File: src/rtl/conv_window_builder.sv
// conv_window_builder
//   Converts a raster stream of packed feature pairs into 3x4-feature windows
//   (two adjacent 3x3 windows sharing the centre columns), zero padded at every
//   frame border. Two external RAM line caches supply the previous two rows:
//   cache0 returns the word written one row earlier, cache1 the word written
//   two rows earlier (cache1 is fed from cache0's read port).
//
// Ports
//   system_clk, rst_n          clock, asynchronous active-low reset
//   frame_start                starts a frame in IDLE and latches row_size/col_size
//   row_size, col_size         words per row (3..1023), rows per frame (2..1023)
//   in_valid, in_data, in_ready  input word stream ([FW-1:0] = even pixel)
//   cache_wr_en                write strobe shared by both caches (one per beat)
//   cache_shift_size           row_size-2, programs the cache delay line
//   cache0_wr_data/rd_data     row-1 tap
//   cache1_wr_data/rd_data     row-2 tap
//   window_valid, window_data  window output, feature[r*4+c] at [(r*4+c)*FW +: FW]
//   frame_done                 one-cycle pulse after the last window of a frame
module conv_window_builder #(
    parameter int unsigned FEATURE_WIDTH = 8
) (
    input  logic                        system_clk,
    input  logic                        rst_n,
    input  logic                        frame_start,
    input  logic [9:0]                  row_size,
    input  logic [9:0]                  col_size,
    input  logic                        in_valid,
    input  logic [2*FEATURE_WIDTH-1:0]  in_data,
    output logic                        in_ready,
    output logic                        cache_wr_en,
    output logic [9:0]                  cache_shift_size,
    output logic [2*FEATURE_WIDTH-1:0]  cache0_wr_data,
    input  logic [2*FEATURE_WIDTH-1:0]  cache0_rd_data,
    output logic [2*FEATURE_WIDTH-1:0]  cache1_wr_data,
    input  logic [2*FEATURE_WIDTH-1:0]  cache1_rd_data,
    output logic                        window_valid,
    output logic [12*FEATURE_WIDTH-1:0] window_data,
    output logic                        frame_done
);

    localparam int unsigned FW = FEATURE_WIDTH;
    localparam int unsigned DW = 2 * FEATURE_WIDTH;

    typedef enum logic [1:0] {
        S_IDLE,
        S_RUN,
        S_FLUSH
    } state_t;

    state_t               r_state;
    state_t               w_state_nxt;

    logic [9:0]           r_row_size;
    logic [9:0]           r_col_size;
    logic [9:0]           r_shift;
    logic [9:0]           r_col_in;
    logic [10:0]          r_row_in;
    logic [10:0]          r_flush_cnt;
    logic [9:0]           r_rc;
    logic [9:0]           r_kc;
    logic [DW-1:0]        r_prev [3];
    logic [DW-1:0]        r_cur  [3];
    logic                 r_win_valid;
    logic [12*FW-1:0]     r_win_data;
    logic                 r_done_pend;
    logic                 r_frame_done;

    logic                 w_beat;
    logic                 w_last_in;
    logic                 w_last_flush;
    logic                 w_emit;
    logic [DW-1:0]        w_word;
    logic [DW-1:0]        w_new [3];
    logic [12*FW-1:0]     w_win;

    // ---------------- FSM: state register ----------------
    always_ff @(posedge system_clk or negedge rst_n) begin
        if (!rst_n) begin
            r_state <= S_IDLE;
        end else begin
            r_state <= w_state_nxt;
        end
    end

    // ---------------- FSM: next state and beat control ----------------
    always_comb begin
        w_state_nxt  = r_state;
        in_ready     = 1'b0;
        w_beat       = 1'b0;
        w_word       = '0;
        w_last_in    = 1'b0;
        w_last_flush = 1'b0;
        case (r_state)
            S_IDLE: begin
                if (frame_start) begin
                    w_state_nxt = S_RUN;
                end
            end
            S_RUN: begin
                in_ready  = 1'b1;
                w_beat    = in_valid;
                w_word    = in_data;
                w_last_in = in_valid
                          && (r_row_in == {1'b0, r_col_size} - 11'd1)
                          && (r_col_in == r_row_size - 10'd1);
                if (w_last_in) begin
                    w_state_nxt = S_FLUSH;
                end
            end
            S_FLUSH: begin
                // row_size+1 zero beats push the last row and the final
                // centre column out of the line caches.
                w_beat       = 1'b1;
                w_last_flush = (r_flush_cnt == {1'b0, r_row_size});
                if (w_last_flush) begin
                    w_state_nxt = S_IDLE;
                end
            end
            default: w_state_nxt = S_IDLE;
        endcase
    end

    // A beat completes the window whose centre lies one row and one word
    // behind it, so nothing is emitted for the first row_size+1 beats.
    assign w_emit = w_beat
                 && ((r_row_in >= 11'd2) || ((r_row_in == 11'd1) && (r_col_in != '0)));

    assign w_new[0] = cache1_rd_data;
    assign w_new[1] = cache0_rd_data;
    assign w_new[2] = w_word;

    // ---------------- Window assembly with border padding ----------------
    always_comb begin
        w_win = '0;
        for (int unsigned r = 0; r < 3; r++) begin
            if (!((r == 0 && r_rc == '0) || (r == 2 && r_rc == r_col_size - 10'd1))) begin
                if (r_kc != '0) begin
                    w_win[(r*4+0)*FW +: FW] = r_prev[r][DW-1:FW];
                end
                w_win[(r*4+1)*FW +: FW] = r_cur[r][FW-1:0];
                w_win[(r*4+2)*FW +: FW] = r_cur[r][DW-1:FW];
                if (r_kc != r_row_size - 10'd1) begin
                    w_win[(r*4+3)*FW +: FW] = w_new[r][FW-1:0];
                end
            end
        end
    end

    // ---------------- Datapath and counters ----------------
    always_ff @(posedge system_clk or negedge rst_n) begin
        if (!rst_n) begin
            r_row_size   <= '0;
            r_col_size   <= '0;
            r_shift      <= '0;
            r_col_in     <= '0;
            r_row_in     <= '0;
            r_flush_cnt  <= '0;
            r_rc         <= '0;
            r_kc         <= '0;
            for (int unsigned i = 0; i < 3; i++) begin
                r_prev[i] <= '0;
                r_cur[i]  <= '0;
            end
            r_win_valid  <= 1'b0;
            r_win_data   <= '0;
            r_done_pend  <= 1'b0;
            r_frame_done <= 1'b0;
        end else begin
            r_win_valid  <= w_emit;
            r_done_pend  <= w_last_flush;
            r_frame_done <= r_done_pend;
            if (w_emit) begin
                r_win_data <= w_win;
            end

            if (r_state == S_IDLE && frame_start) begin
                r_row_size  <= row_size;
                r_col_size  <= col_size;
                r_shift     <= row_size - 10'd2;
                r_col_in    <= '0;
                r_row_in    <= '0;
                r_flush_cnt <= '0;
                r_rc        <= '0;
                r_kc        <= '0;
                for (int unsigned i = 0; i < 3; i++) begin
                    r_prev[i] <= '0;
                    r_cur[i]  <= '0;
                end
            end else if (w_beat) begin
                if (r_col_in == r_row_size - 10'd1) begin
                    r_col_in <= '0;
                    r_row_in <= r_row_in + 11'd1;
                end else begin
                    r_col_in <= r_col_in + 10'd1;
                end
                if (r_state == S_FLUSH) begin
                    r_flush_cnt <= r_flush_cnt + 11'd1;
                end
                for (int unsigned i = 0; i < 3; i++) begin
                    r_prev[i] <= r_cur[i];
                    r_cur[i]  <= w_new[i];
                end
                if (w_emit) begin
                    if (r_kc == r_row_size - 10'd1) begin
                        r_kc <= '0;
                        r_rc <= r_rc + 10'd1;
                    end else begin
                        r_kc <= r_kc + 10'd1;
                    end
                end
            end
        end
    end

    assign cache_wr_en      = w_beat;
    assign cache_shift_size = r_shift;
    assign cache0_wr_data   = w_word;
    assign cache1_wr_data   = cache0_rd_data;
    assign window_valid     = r_win_valid;
    assign window_data      = r_win_data;
    assign frame_done       = r_frame_done;

endmodule

File: config.mk
export PLATFORM = sky130hd
export DESIGN_NAME = conv_window_builder
export DESIGN_NICKNAME = d
export VERILOG_FILES = /design/src/rtl/conv_window_builder.sv
export SDC_FILE = /design/constraint.sdc
export NUM_CORES = 1
export LEC_CHECK = 0
export CAP_MARGIN = 30
export CORE_UTILIZATION = 53
export DETAILED_ROUTE_END_ITERATION = 8
export PLACE_DENSITY = 0.77
export SYNTH_ARGS = -nofsm -noshare
export SYNTH_HDL_FRONTEND = slang
export SYNTH_SLANG_ARGS = --single-unit
File: constraint.sdc
create_clock -name system_clk -period 3.96 [get_ports system_clk]
set_input_delay 0.594 -clock system_clk [delete_from_list [all_inputs] [get_ports system_clk]]
set_output_delay 0.594 -clock system_clk [all_outputs]
set_load 0.02 [all_outputs]
Word level (Yosys, flattened, before mapping)
Cells that the tools add are included.
- register bits: 279
- output and inout bits: 142
- input port bits: 72
- word-level logic and storage cells: 98
- $lt $le $gt $ge: 1
- reduce and logical (&&, ||, !) cells: 20
- $add $sub $neg: 9
- muxes and demuxes: 37
- equal/unequal tests: 12
- operators with widths (kind ; number):
    $mux 48 ; 4
    $mux 10 ; 11
    $mux 11 ; 6
    $mux 32 ; 2
    $mux 8 ; 6
    $add 10x1->10 const B ; 3
    $eq 10x10->1 ; 3
    $add 11x1->11 const B ; 2
    $reduce_bool 10->1 ; 2
    $sub 10x1->10 const B ; 2
    $mux 16 ; 1
    $eq 11x1->1 const B ; 1
    $eq 11x10->1 ; 1
    $eq 11x11->1 ; 1
    $ge 11x2->1 const B ; 1
    $sub 10x1->11 const B ; 1
    $logic_not 10->1 ; 1
    $ne 10x10->1 ; 1
    $reduce_bool 2->1 ; 5
    $sub 10x2->10 const B ; 1
    $mux 2 ; 3
    $ne 2x2->1 const B ; 3
    $pmux 2 s3 ; 1
    $reduce_and 2->1 ; 3
    8 further kinds ; 14

Depth between registers and ports, before layout
Gate-level depths: netlist of the first run.
- word-level depth: 7
- gate-level depth with buffers: 12
- gate-level depth less buffers: 9

Worst setup path after synthesis of the first run
Ideal clock, no wire load.
- path type: reg-to-reg
- from: reg r_row_size[0]
- to: reg r_row_in[5]
- stages on the path, launching flop included: 12
- period minus slack after synthesis: 3.112 ns
- arrival time: 2.994 ns
- data required time: 3.841 ns
- library setup time: 0.119 ns
- path slack: 0.848 ns
- cells stage by stage: dfrtp_1 -> buf_6 -> inv_1 -> ha_1 -> clkbuf_1 -> or4b_1 -> nor4_1 -> xnor3_1 -> nor4_4 -> nand4_4 -> o31a_1 -> o21a_1
- longest elaborated chain between the ends: 4
- ends and longest elaborated chain (element ; RTL line ; source):
    start: declaration ; 53 ; logic [9:0] r_row_size;
    start signal: assignment ; 177 ; r_row_size <= row_size;
    $sub 10x1->10 ; 190 ; if (r_col_in == r_row_size - 10'd1) begin
    $eq 10x10->1 ; 190 ;
    $reduce_bool 2->1 (no source line) ; -- ;
    $reduce_and 2->1 (no source line) ; -- ;
    end signal: assignment ; 192 ; r_row_in <= r_row_in + 11'd1;
    end: declaration ; 57 ; logic [10:0] r_row_in;
Every way passes these cells.
A chain may end at the register's enable or synchronous reset.

Worst setup path in the final report of the first run
- from: reg r_row_size[0]
- to: reg r_row_in[6]
Same word-level chain as after synthesis.

==> summary.md, run 1 <==
| Metric | Value |
|---|---|
| RSZ-0062 raised after global routing | `no` |
| R2R Path Start | `r_row_size[0]` |
| Synth async-reset ratio | `100%` |
| Slew HR | `34.0%` |
| Max clock buf depth | `3` |
| I/O pins | `214` |
| Initial core utilization | `54.0%` |
| Synth unique cells | `65` |
| Average wire per standard cell | `17.3 µm` |
| Fillers | `1756` |
| Net Count, Synth | `1423` |
| Hpwl dp | `20800 µm` |
| Hold buffer count at CTS | `0` |
| Core area | `22600 µm²` |
| Via count | `10200` |
| Ys flop type | `dfrtp_1` |
| TritonCTS buffer count | `27` |
| Total negative slack | `0 ns` |
| P_leak | `0.00702 µW` |
| Least-Margin Pin Slew | `0.990 ns` |
| Sequential area share after synthesis | `52.0%` |
| R2R setup slack | `0.39 ns` |
| CTS resizes | `0` |
| Final hold viol count | `0` |
| Synthesis-to-layout area growth | `26.6%` |
| Outcome | `completed` |
| CP startpoint kind | `flip-flop` |
| Critical Path Fanout Max | `16` |
| Peak supply drop | `0.000403 V` |
| Max-Cap Viols | `0` |
| Setup CP Type | `reg2reg` |
| Remaining global-route overflow | `0` |
| Largest net degree at the start of global routing | `131` |
| Die Y | `154 µm` |
| Multi-input gate area | `5280 µm²` |
| Fmax | `0.280 GHz` |
| Worst min path class | `in2async` |
| CTS clk-pin slew, worst paths | `0.06 ns` |
| Worst path arrival time | `4.00 ns` |
| Diodes inserted | `0` |
| Via/cell ratio | `5.66` |
| CP Capture Type | `flip-flop` |
| Mean post-synth cell area | `9.16 µm²` |
| Pre-Repair DR Iteration Count | `5` |
| Drt first-iter violations | `768` |
| Number of synthesis warnings | `0` |
| Initial antenna violation count | `0` |
| Reg area | `6360 µm²` |
| Final net count | `1583` |
| Vias in the first global route | `9843` |
| CTS tree | `yes` |
| Synth Cell Area | `12200 µm²` |
| Layout Skew | `0.00659 ns` |
| Post-route DRC violation count | `0` |
| Skew-Pair Late Insertion Delay | `0.54 ns` |
| Synth top area cells | `dfrtp_1, nand2_1, a21oi_1, xor2_1, xnor2_1` |
| First-pass GRT wire length | `51700 µm` |
| Gr usage total | `27.0%` |
| Fin crit share | `90.2%` |
| Reg2Reg Depth | `9` |
| Area leader, netlist | `dfrtp_1` |
| Die area | `23700 µm²` |
| H-tree levels | `1` |
| Clock sinks | `254` |
| Top post-synthesis cells by count | `nand2_1, dfrtp_1, a21oi_1, clkbuf_1, o21ai_0` |
| Routability Congestion | `0.885` |
| Root buffer cell | `clkbuf_16` |
| Yosys reg bits | `254` |
| Layout cells sized above 1 | `5.55%` |
| Final wirelength | `31200 µm` |
| Post-synth EDFFs | `0` |
| Share of the synthesized area in the top cell type | `52.0%` |
| Max Slew Vio Count | `0` |
| Die width | `154 µm` |
| Antenna Nets Post-Route | `0` |
| Pwr dens | `579 nW/µm²` |
| Overall Power | `8960 µW` |
| Count leader, synth | `nand2_1` |
| Port-buffer cells | `213` |
| Row cnt | `55` |
| Worst R2R End | `r_row_in[6]` |
| WP data required | `4.39 ns` |
| Setup Fix Bufs, Post-CTS | `0` |
| Endpoints failing setup | `0` |
| Cell count after synthesis | `1334` |
| Min cycle time layout | `3.57 ns` |
==> critical path: stages (launching register included) <==
cell     delay, ns
dfrtp_1       0.48
inv_1         0.12
ha_1          0.32
or4b_1        0.50
nor4_1        0.44
xnor3_1       0.33
nor4_4        0.38
nand4_4       0.32
o31a_1        0.39
o21a_1        0.18
==> area by class of cell <==
type                    count  share of cell area (%)
flip-flops and latches    254                    41.1
clock inverters             8                    1.33
repair buffers            233                    15.1
well taps                 285                    2.30
multi-input cells         941                    34.1
clock buffers              41                    5.16
inverters                  37                   0.898
==> power breakdown <==
group          leakage, µW  switching, µW  internal, µW
Sequential         0.00347            460          3030
Clock             0.000490           1040          1780
Combinational      0.00306           1520          1130
==> routing by layer <==
metal | GRT usage, % | part of all wire [%] | vias up
met4 | 7.38 | 2.1 | 0
met5 | 0 | 0 | -
met1 | 37.3 | 43 | 4921
met2 | 44.6 | 48 | 394
li1 | - | - | 4809
met3 | 4.00 | 6.5 | 53
==> registers in the layout, indices dropped and copies added (netlist names), 2 cells and up <==
name and flops:
r_col_in 10, r_state 2, r_prev 24, r_row_in 11, cache_shift_size 9, window_data 96
r_col_size 10, r_flush_cnt 11, r_kc 10, r_rc 10, r_cur 48, r_row_size 10
==> cells by family after synthesis <==
| group | synth area share, % |
|---|---|
| simple gates | 22.3 |
| flops | 52.0 |
| compound gates | 11.6 |
| buf+inv | 5.01 |
| xor+xnor | 6.83 |
| fa+ha+maj | 1.74 |
| mux | 0.542 |
==> per-stage QoR <==
stage                     instances  utilization, %  setup slack [ns]  instance area [µm²]  hold WS, ns
after floorplan                1334               -             0.848                12200        0.298
after global placement         1750            63.9             0.597                14500        0.335
after detailed placement       1750            63.9             0.419                14500        0.356
after CTS                      1799            68.3             0.405                15500        0.204
after global routing           1799            68.3             0.124                15500        0.260
final                          1799            68.3             0.390                15500        0.169
==> cells in the final DEF (no fill, tap or decap), drive strengths merged, types with 20 or more instances in the layout <==
cell,instances
nor4,21
o21ai,55
a21oi,96
nor3,20
buf,21
dfrtp,254
xnor2,42
nand2,374
and2,20
clkdlybuf4s50,212
xor2,43
inv,38
clkbuf,41
nor2,41
nand3,54
==> worst max path at each step <==
stage | start | to | slack, ns | cells after the start
after floorplan | r_row_size[0] | r_row_in[5] | 0.85 | 11
after global placement | r_row_size[0] | r_row_in[6] | 0.60 | 9
after detailed placement | r_row_size[0] | r_row_in[5] | 0.42 | 9
after CTS | r_row_size[0] | r_row_in[5] | 0.41 | 9
after global routing | r_row_size[0] | r_row_in[5] | 0.12 | 9
final | r_row_size[0] | r_row_in[6] | 0.39 | 9
Power figures use the tool's default switching activity.
==> run 2: changes to the inputs <==
--- a/config.mk
+++ b/config.mk
@@ -6,9 +6,10 @@
 export NUM_CORES = 1
 export LEC_CHECK = 0
 export CAP_MARGIN = 30
-export CORE_UTILIZATION = 53
+export CORE_UTILIZATION = 57
 export DETAILED_ROUTE_END_ITERATION = 8
-export PLACE_DENSITY = 0.77
+export PLACE_DENSITY = 0.82
 export SYNTH_ARGS = -nofsm -noshare
 export SYNTH_HDL_FRONTEND = slang
 export SYNTH_SLANG_ARGS = --single-unit
+export TNS_END_PERCENT = 30
==> constraint.sdc (replaced) <==
create_clock -name system_clk -period 4.3 [get_ports system_clk]
set_input_delay 0.645 -clock system_clk [delete_from_list [all_inputs] [get_ports system_clk]]
set_output_delay 0.645 -clock system_clk [all_outputs]
set_load 0.02 [all_outputs]
==> run 2 against run 1 <==
First-iteration DRC count decreased by 6.8%. Die area fell by 6.9%. Design area fell by 1.4%. Clock power fell by 20%. Non-clock buffer count fell by 4. Clock skew grew 0.011 ns. Wire length down 1.4%. Total power is 11% lower. Setup slack better by 0.21 ns. Largest power group unchanged. Maximum frequency decreased by 3.6%. Combinational power is 6% lower.
==> summary.md, run 2 (same netlist as run 1, synthesis figures left out) <==
| Metric | Value |
|---|---|
| Outcome | `completed` |
| Antenna Nets Post-Route | `0 (unchanged)` |
| I/O pins | `214 (unchanged)` |
| Most common cell after layout, fill and taps aside | `nand2_1` |
| Critical-path cell list | `inv_1 -> ha_1 -> or4b_1 -> nor4_1 -> xnor3_1 -> nor4_4 -> nand3_1 -> or3_1 -> a21oi_1` |
| Least-Margin Pin Slew | `1.02 ns (+0.0266 ns)` |
| Final hold viol count | `0 (unchanged)` |
| Layout cells sized above 1 | `5.11% (-0.44 points)` |
| CTS tree | `yes` |
| CP Buf/Inv Count | `1 (unchanged)` |
| Drt first-iter violations | `716 (-6.8%)` |
| Multi-input gate area | `5280 µm² (unchanged)` |
| Remaining global-route overflow | `0 (unchanged)` |
| Max clock buf depth | `3 (unchanged)` |
| Die Y | `148 µm (-3.5%)` |
| Fin crit share | `86.1% (-4.1 points)` |
| Clock sinks | `254 (unchanged)` |
| Fillers | `1516 (-14%)` |
| Row cnt | `53 (-3.6%)` |
| Diodes inserted | `0 (unchanged)` |
| Top layer in use | `met4` |
| Pre-Repair DR Iteration Count | `5 (unchanged)` |
| Initial antenna violation count | `0 (unchanged)` |
| Initial core utilization | `58.2% (+4.2 points)` |
| Hold buffer count at CTS | `0 (unchanged)` |
| Layout Skew | `0.0177 ns (+0.0111 ns)` |
| Max-Cap Viols | `0 (unchanged)` |
| Worst path arrival time | `4.14 ns (+0.14 ns)` |
| Final wirelength | `30800 µm (-1.4%)` |
| Largest net degree at the start of global routing | `137 (+4.6%)` |
| Min cycle time layout | `3.70 ns (+0.132 ns)` |
| Max Slew Vio Count | `0 (unchanged)` |
| Gr usage total | `28.7% (+1.7 points)` |
| Fmax | `0.270 GHz (-3.6%)` |
| Critical Path Slowest Stage Cell | `or4b_1` |
| Critical Path Fanout Max | `12 (-4)` |
| Worst min path class | `in2async` |
| CTS clk-pin slew, worst paths | `0.06 ns (about the same)` |
| Hpwl dp | `20600 µm (-1.2%)` |
| Placement-stage cell area | `14400 µm² (-0.55%)` |
| Vias in the first global route | `9841 (-0.020%)` |
| Pwr dens | `522 nW/µm² (-10%)` |
| Via count | `10200 (-0.27%)` |
| WP data required | `4.74 ns (+0.35 ns)` |
| CP Capture Type | `flip-flop` |
| Port-buffer cells | `213 (unchanged)` |
| Wl on met1 | `13300 µm (-1.9%)` |
| Root buffer cell | `clkbuf_16` |
| Cell family with most CP delay | `simple AND/OR/NAND/NOR gates` |
| Design Area, Final | `15300 µm² (-1.4%)` |
| Reg area | `6360 µm² (unchanged)` |
| Via/cell ratio | `5.70 (+0.74%)` |
| Max reg flops | `96 (unchanged)` |
| Average wire per standard cell | `17.3 µm (-0.42%)` |
| Core area | `21000 µm² (-7.2%)` |
| CP startpoint kind | `flip-flop` |
| Top library cells by usage in the layout, fill and taps aside | `nand2_1, dfrtp_1, clkdlybuf4s50_1` |
| Routability Congestion | `0.909 (+2.7%)` |
| Setup CP Type | `reg2reg` |
| Slew HR | `32.2% (-1.8 points)` |
| Final net count | `1577 (-0.38%)` |
| CTS resizes | `0 (unchanged)` |
| Overall Power | `7960 µW (-11%)` |
| P_leak | `0.00693 µW (-1.3%)` |
| Synthesis-to-layout area growth | `24.8%` |
| Metal3 WL | `1930 µm (-5.7%)` |
| TritonCTS buffer count | `25 (-7.4%)` |
| RSZ-0062 raised after global routing | `no` |
| Die area | `22000 µm² (-6.9%)` |
| Total negative slack | `0 ns (unchanged)` |
| Die width | `148 µm (-3.5%)` |
| Slowest stage delay, CP | `0.50 ns (about the same)` |
| Met2 wire len | `14800 µm (-1.3%)` |
| H-tree levels | `1 (unchanged)` |
| Skew-Pair Late Insertion Delay | `0.54 ns (about the same)` |
| Endpoints failing setup | `0 (unchanged)` |
| First-pass GRT wire length | `50700 µm (-1.9%)` |
| Setup Fix Bufs, Post-CTS | `0 (unchanged)` |
| Post-route DRC violation count | `0 (unchanged)` |
| Peak supply drop | `0.000501 V (+24%)` |
-- run 2: cell count changes in the layout (fill, tap and decap cells not counted), sizes merged --
cell    change
clkbuf      -4
buf         -4
clkinv      +3
bufinv      -3
-- run 2: cell type report --
cell class | count | area share [%]
multi-input cells | 941 | 34.6
clock inverters | 8 | 0.878
flip-flops and latches | 254 | 41.7
inverters | 37 | 0.911
clock buffers | 37 | 4.79
well taps | 275 | 2.26
repair buffers | 229 | 14.9
-- run 2: path summary, 6_finish.rpt --
path                               start               to  slack [ns]  cells past startpoint
max in group asynchronous          rst_n  window_data[69]        2.97                      2
min reg2reg                  r_done_pend       frame_done        0.36                      0
max                        r_row_size[0]      r_row_in[9]        0.60                      9
max reg2reg                r_row_size[0]      r_row_in[9]        0.60                      9
min in group system_clk      r_done_pend       frame_done        0.36                      0
min                                rst_n  window_data[42]        0.25                      1
-- run 2: worst reg2reg max path, stage by stage (launching register included) --
cell,delay (ns)
dfrtp_1,0.49
inv_1,0.12
ha_1,0.32
or4b_1,0.50
nor4_1,0.40
xnor3_1,0.33
nor4_4,0.40
nand3_1,0.44
or3_1,0.48
a21oi_1,0.15
-- run 2: through the flow --
stage	instances	hold slack (ns)	utilization [%]	worst slack [ns]
after floorplan	1334	0.331	-	1.19
after global placement	1736	0.339	68.4	0.758
after detailed placement	1736	0.348	68.4	0.665
after CTS	1781	0.289	72.6	0.640
after global routing	1781	0.326	72.6	0.299
final	1781	0.249	72.6	0.598
-- run 2: power breakdown --
part	internal, µW	total, µW	leakage [µW]	switching (µW)
sequential	2790	3210	0.00347	416
clock	1360	2270	0.000426	909
combinational	1050	2480	0.00303	1430
-- run 2: per-layer routing --
layer  vias up  GRT usage (%)
li1       4794              -
met1      4939           40.1
met2       365           47.1
met3        52           3.80
met4         0           8.20
met5         -              0
==> run 3: changes to the inputs <==
--- a/config.mk
+++ b/config.mk
@@ -5,8 +5,10 @@
 export SDC_FILE = /design/constraint.sdc
 export NUM_CORES = 1
 export LEC_CHECK = 0
+export ABC_AREA = 0
 export CAP_MARGIN = 30
 export CORE_UTILIZATION = 57
+export CTS_CLUSTER_DIAMETER = 30
 export DETAILED_ROUTE_END_ITERATION = 8
 export PLACE_DENSITY = 0.82
 export SYNTH_ARGS = -nofsm -noshare
==> run 3 against run 2 <==
Critical path depth is the same. Total power grew 16%. Via count grew 1.8%. Clock skew grew 0.0042 ns. Combinational power is essentially flat. Core utilization grew 3.0 points. Largest cell class unchanged. Highest routed layer unchanged.
==> summary.md, run 3 (same netlist as run 1, synthesis figures left out) <==
| Metric | Value |
|---|---|
| Critical Path Slowest Stage Cell | `or4b_1` |
| Reg2Reg Depth | `9 (unchanged)` |
| Remaining global-route overflow | `0 (unchanged)` |
| Die Y | `148 µm (unchanged)` |
| Via/cell ratio | `5.70 (about the same)` |
| Setup Fix Bufs, Post-CTS | `0 (unchanged)` |
| Die width | `148 µm (unchanged)` |
| Row cnt | `53 (unchanged)` |
| Largest net degree at the start of global routing | `137 (unchanged)` |
| Layout cells sized above 1 | `7.08% (+2.0 points)` |
| Vias in the first global route | `10100 (+2.5%)` |
| Skew-Pair Late Insertion Delay | `0.54 ns (about the same)` |
| Gr usage total | `30.1% (+1.4 points)` |
| Pre-Repair DR Iteration Count | `5 (unchanged)` |
| Crit path launch | `r_row_size[0]` |
| Pwr dens | `580 nW/µm² (+11%)` |
| Most common cell after layout, fill and taps aside | `nand2_1` |
| Total negative slack | `0 ns (unchanged)` |
| Fillers | `1417 (-6.5%)` |
| CP Capture Type | `flip-flop` |
| R2R setup slack | `0.55 ns (-0.05 ns)` |
| Fin crit share | `87.3% (+1.2 points)` |
| Worst R2R End | `r_row_in[9]` |
| CP startpoint kind | `flip-flop` |
| Slowest stage delay, CP | `0.49 ns (about the same)` |
| Min cycle time layout | `3.75 ns (+0.0502 ns)` |
| Initial antenna violation count | `0 (unchanged)` |
| Fmax | `0.266 GHz (-1.3%)` |
| Endpoints failing setup | `0 (unchanged)` |
| Placed Cells | `1736 (unchanged)` |
| Max Slew Vio Count | `0 (unchanged)` |
| Initial core utilization | `58.2% (unchanged)` |
| Core area | `21000 µm² (unchanged)` |
| Slew HR | `30.4% (-1.9 points)` |
| Diodes inserted | `0 (unchanged)` |
| Final hold viol count | `0 (unchanged)` |
| Routability Congestion | `0.909 (unchanged)` |
| Top library cells by usage in the layout, fill and taps aside | `nand2_1, dfrtp_1, clkdlybuf4s50_1` |
| Reg area | `6360 µm² (unchanged)` |
| R2R Path Start | `r_row_size[0]` |
| CTS tree | `yes` |
| Antenna Nets Post-Route | `0 (unchanged)` |
| Outcome | `completed` |
| Critical-path cell list | `inv_1 -> ha_1 -> or4b_1 -> nor4_1 -> xnor3_1 -> nor4_4 -> nand3_1 -> or3_1 -> a21oi_1` |
| Via count | `10300 (+1.8%)` |
| Port-buffer cells | `213 (unchanged)` |
| Max reg flops | `96 (unchanged)` |
| Hold buffer count at CTS | `0 (unchanged)` |
| Final net count | `1595 (+1.1%)` |
| Peak supply drop | `0.000519 V (+3.5%)` |
| TritonCTS buffer count | `43 (+72%)` |
| Worst min path class | `in2async` |
| Post-route DRC violation count | `0 (unchanged)` |
| Critical Path Fanout Max | `12 (unchanged)` |
| CTS resizes | `0 (unchanged)` |
| I/O pins | `214 (unchanged)` |
| Max-Cap Viols | `0 (unchanged)` |
| Drt first-iter violations | `801 (+12%)` |
| First-pass GRT wire length | `52500 µm (+3.5%)` |
| CTS clk-pin slew, worst paths | `0.05 ns (about the same)` |
| Hpwl dp | `20600 µm (unchanged)` |
| Worst path arrival time | `4.20 ns (+0.06 ns)` |
| Synthesis-to-layout area growth | `30.0%` |
| Least-Margin Pin Slew | `1.04 ns (+0.0279 ns)` |
| Root buffer cell | `clkbuf_16` |
| Final std cells w/o fill | `1814 (+1.9%)` |
| Setup CP Type | `reg2reg` |
| Layout Skew | `0.0219 ns (+0.00419 ns)` |
| Clock sinks | `254 (unchanged)` |
| H-tree levels | `2 (+1)` |
| Average wire per standard cell | `17.7 µm (+2.4%)` |
| Die area | `22000 µm² (unchanged)` |
| WP data required | `4.75 ns (about the same)` |
| RSZ-0062 raised after global routing | `no` |
| Final wirelength | `32100 µm (+4.3%)` |
| Max clock buf depth | `3 (unchanged)` |
| Multi-input gate area | `5280 µm² (unchanged)` |
| P_leak | `0.00723 µW (+4.4%)` |
## run 3: cell types whose count changed in the layout (fill, tap and decap cells not counted)
| cell | change |
|---|---|
| clkbuf_16 | +18 |
| clkinv_4 | +6 |
| bufinv_16 | +3 |
| clkbuf_8 | -2 |
| clkinv_8 | +2 |
| clkinvlp_4 | +2 |
| inv_6 | +2 |
| clkbuf_1 | +1 |
| clkinv_2 | +1 |
## run 3: routing by layer
metal / vias to the layer above / global-route usage, % / wire [µm]
li1: 4840 / - / -
met1: 5017 / 40.2 / 13600
met2: 414 / 49.6 / 15500
met3: 62 / 5.74 / 2190
met4: 0 / 9.38 / 826
met5: - / 0 / 0
## run 3: layout make-up
cell class / instances / share of cell area, %
clock inverter: 24 / 2.18
inverter: 37 / 0.874
multi-input combinational: 941 / 33.2
tap: 275 / 2.17
timing repair buffer: 229 / 14.3
clock buffer: 54 / 7.28
sequential: 254 / 40.0
## run 3: metrics by stage
stage / power, µW / hold WS, ns / area (µm²) / util, % / setup WS, ns
2_1_floorplan: 4850 / 0.331 / 12200 / - / 1.19
3_3_place_gp: 5620 / 0.339 / 14400 / 68.4 / 0.758
3_5_place_dp: 5700 / 0.348 / 14400 / 68.4 / 0.665
4_1_cts: 9240 / 0.301 / 15900 / 75.6 / 0.613
5_1_grt: 9670 / 0.336 / 15900 / 75.6 / 0.274
6_report: 9210 / 0.228 / 15900 / 75.6 / 0.548
## run 3: report_power, final
part / total, µW / switching, µW / internal (µW)
Sequential: 3220 / 424 / 2800
Combinational: 2500 / 1450 / 1050
Clock: 3500 / 1200 / 2290
## run 3: worst max-delay path, delay by kind of cell (launching register included)
kind | cells | cell delay [ns]
AO/OA/AOI/OAI | 1 | 0.15
buffers and inverters | 1 | 0.12
adder cells (fa/ha/maj) | 1 | 0.32
flip-flops | 1 | 0.48
XOR/XNOR | 1 | 0.33
AND/OR/NAND/NOR | 5 | 2.28
## run 3: worst max path at each step
stage	endpoint	slack, ns	cells past startpoint
2_1_floorplan	r_row_in[5]	1.19	11
4_1_cts	r_row_in[9]	0.61	9
3_3_place_gp	window_data[31]	0.76	8
3_5_place_dp	r_row_in[9]	0.66	9
6_report	r_row_in[9]	0.55	9
5_1_grt	r_row_in[9]	0.27	9
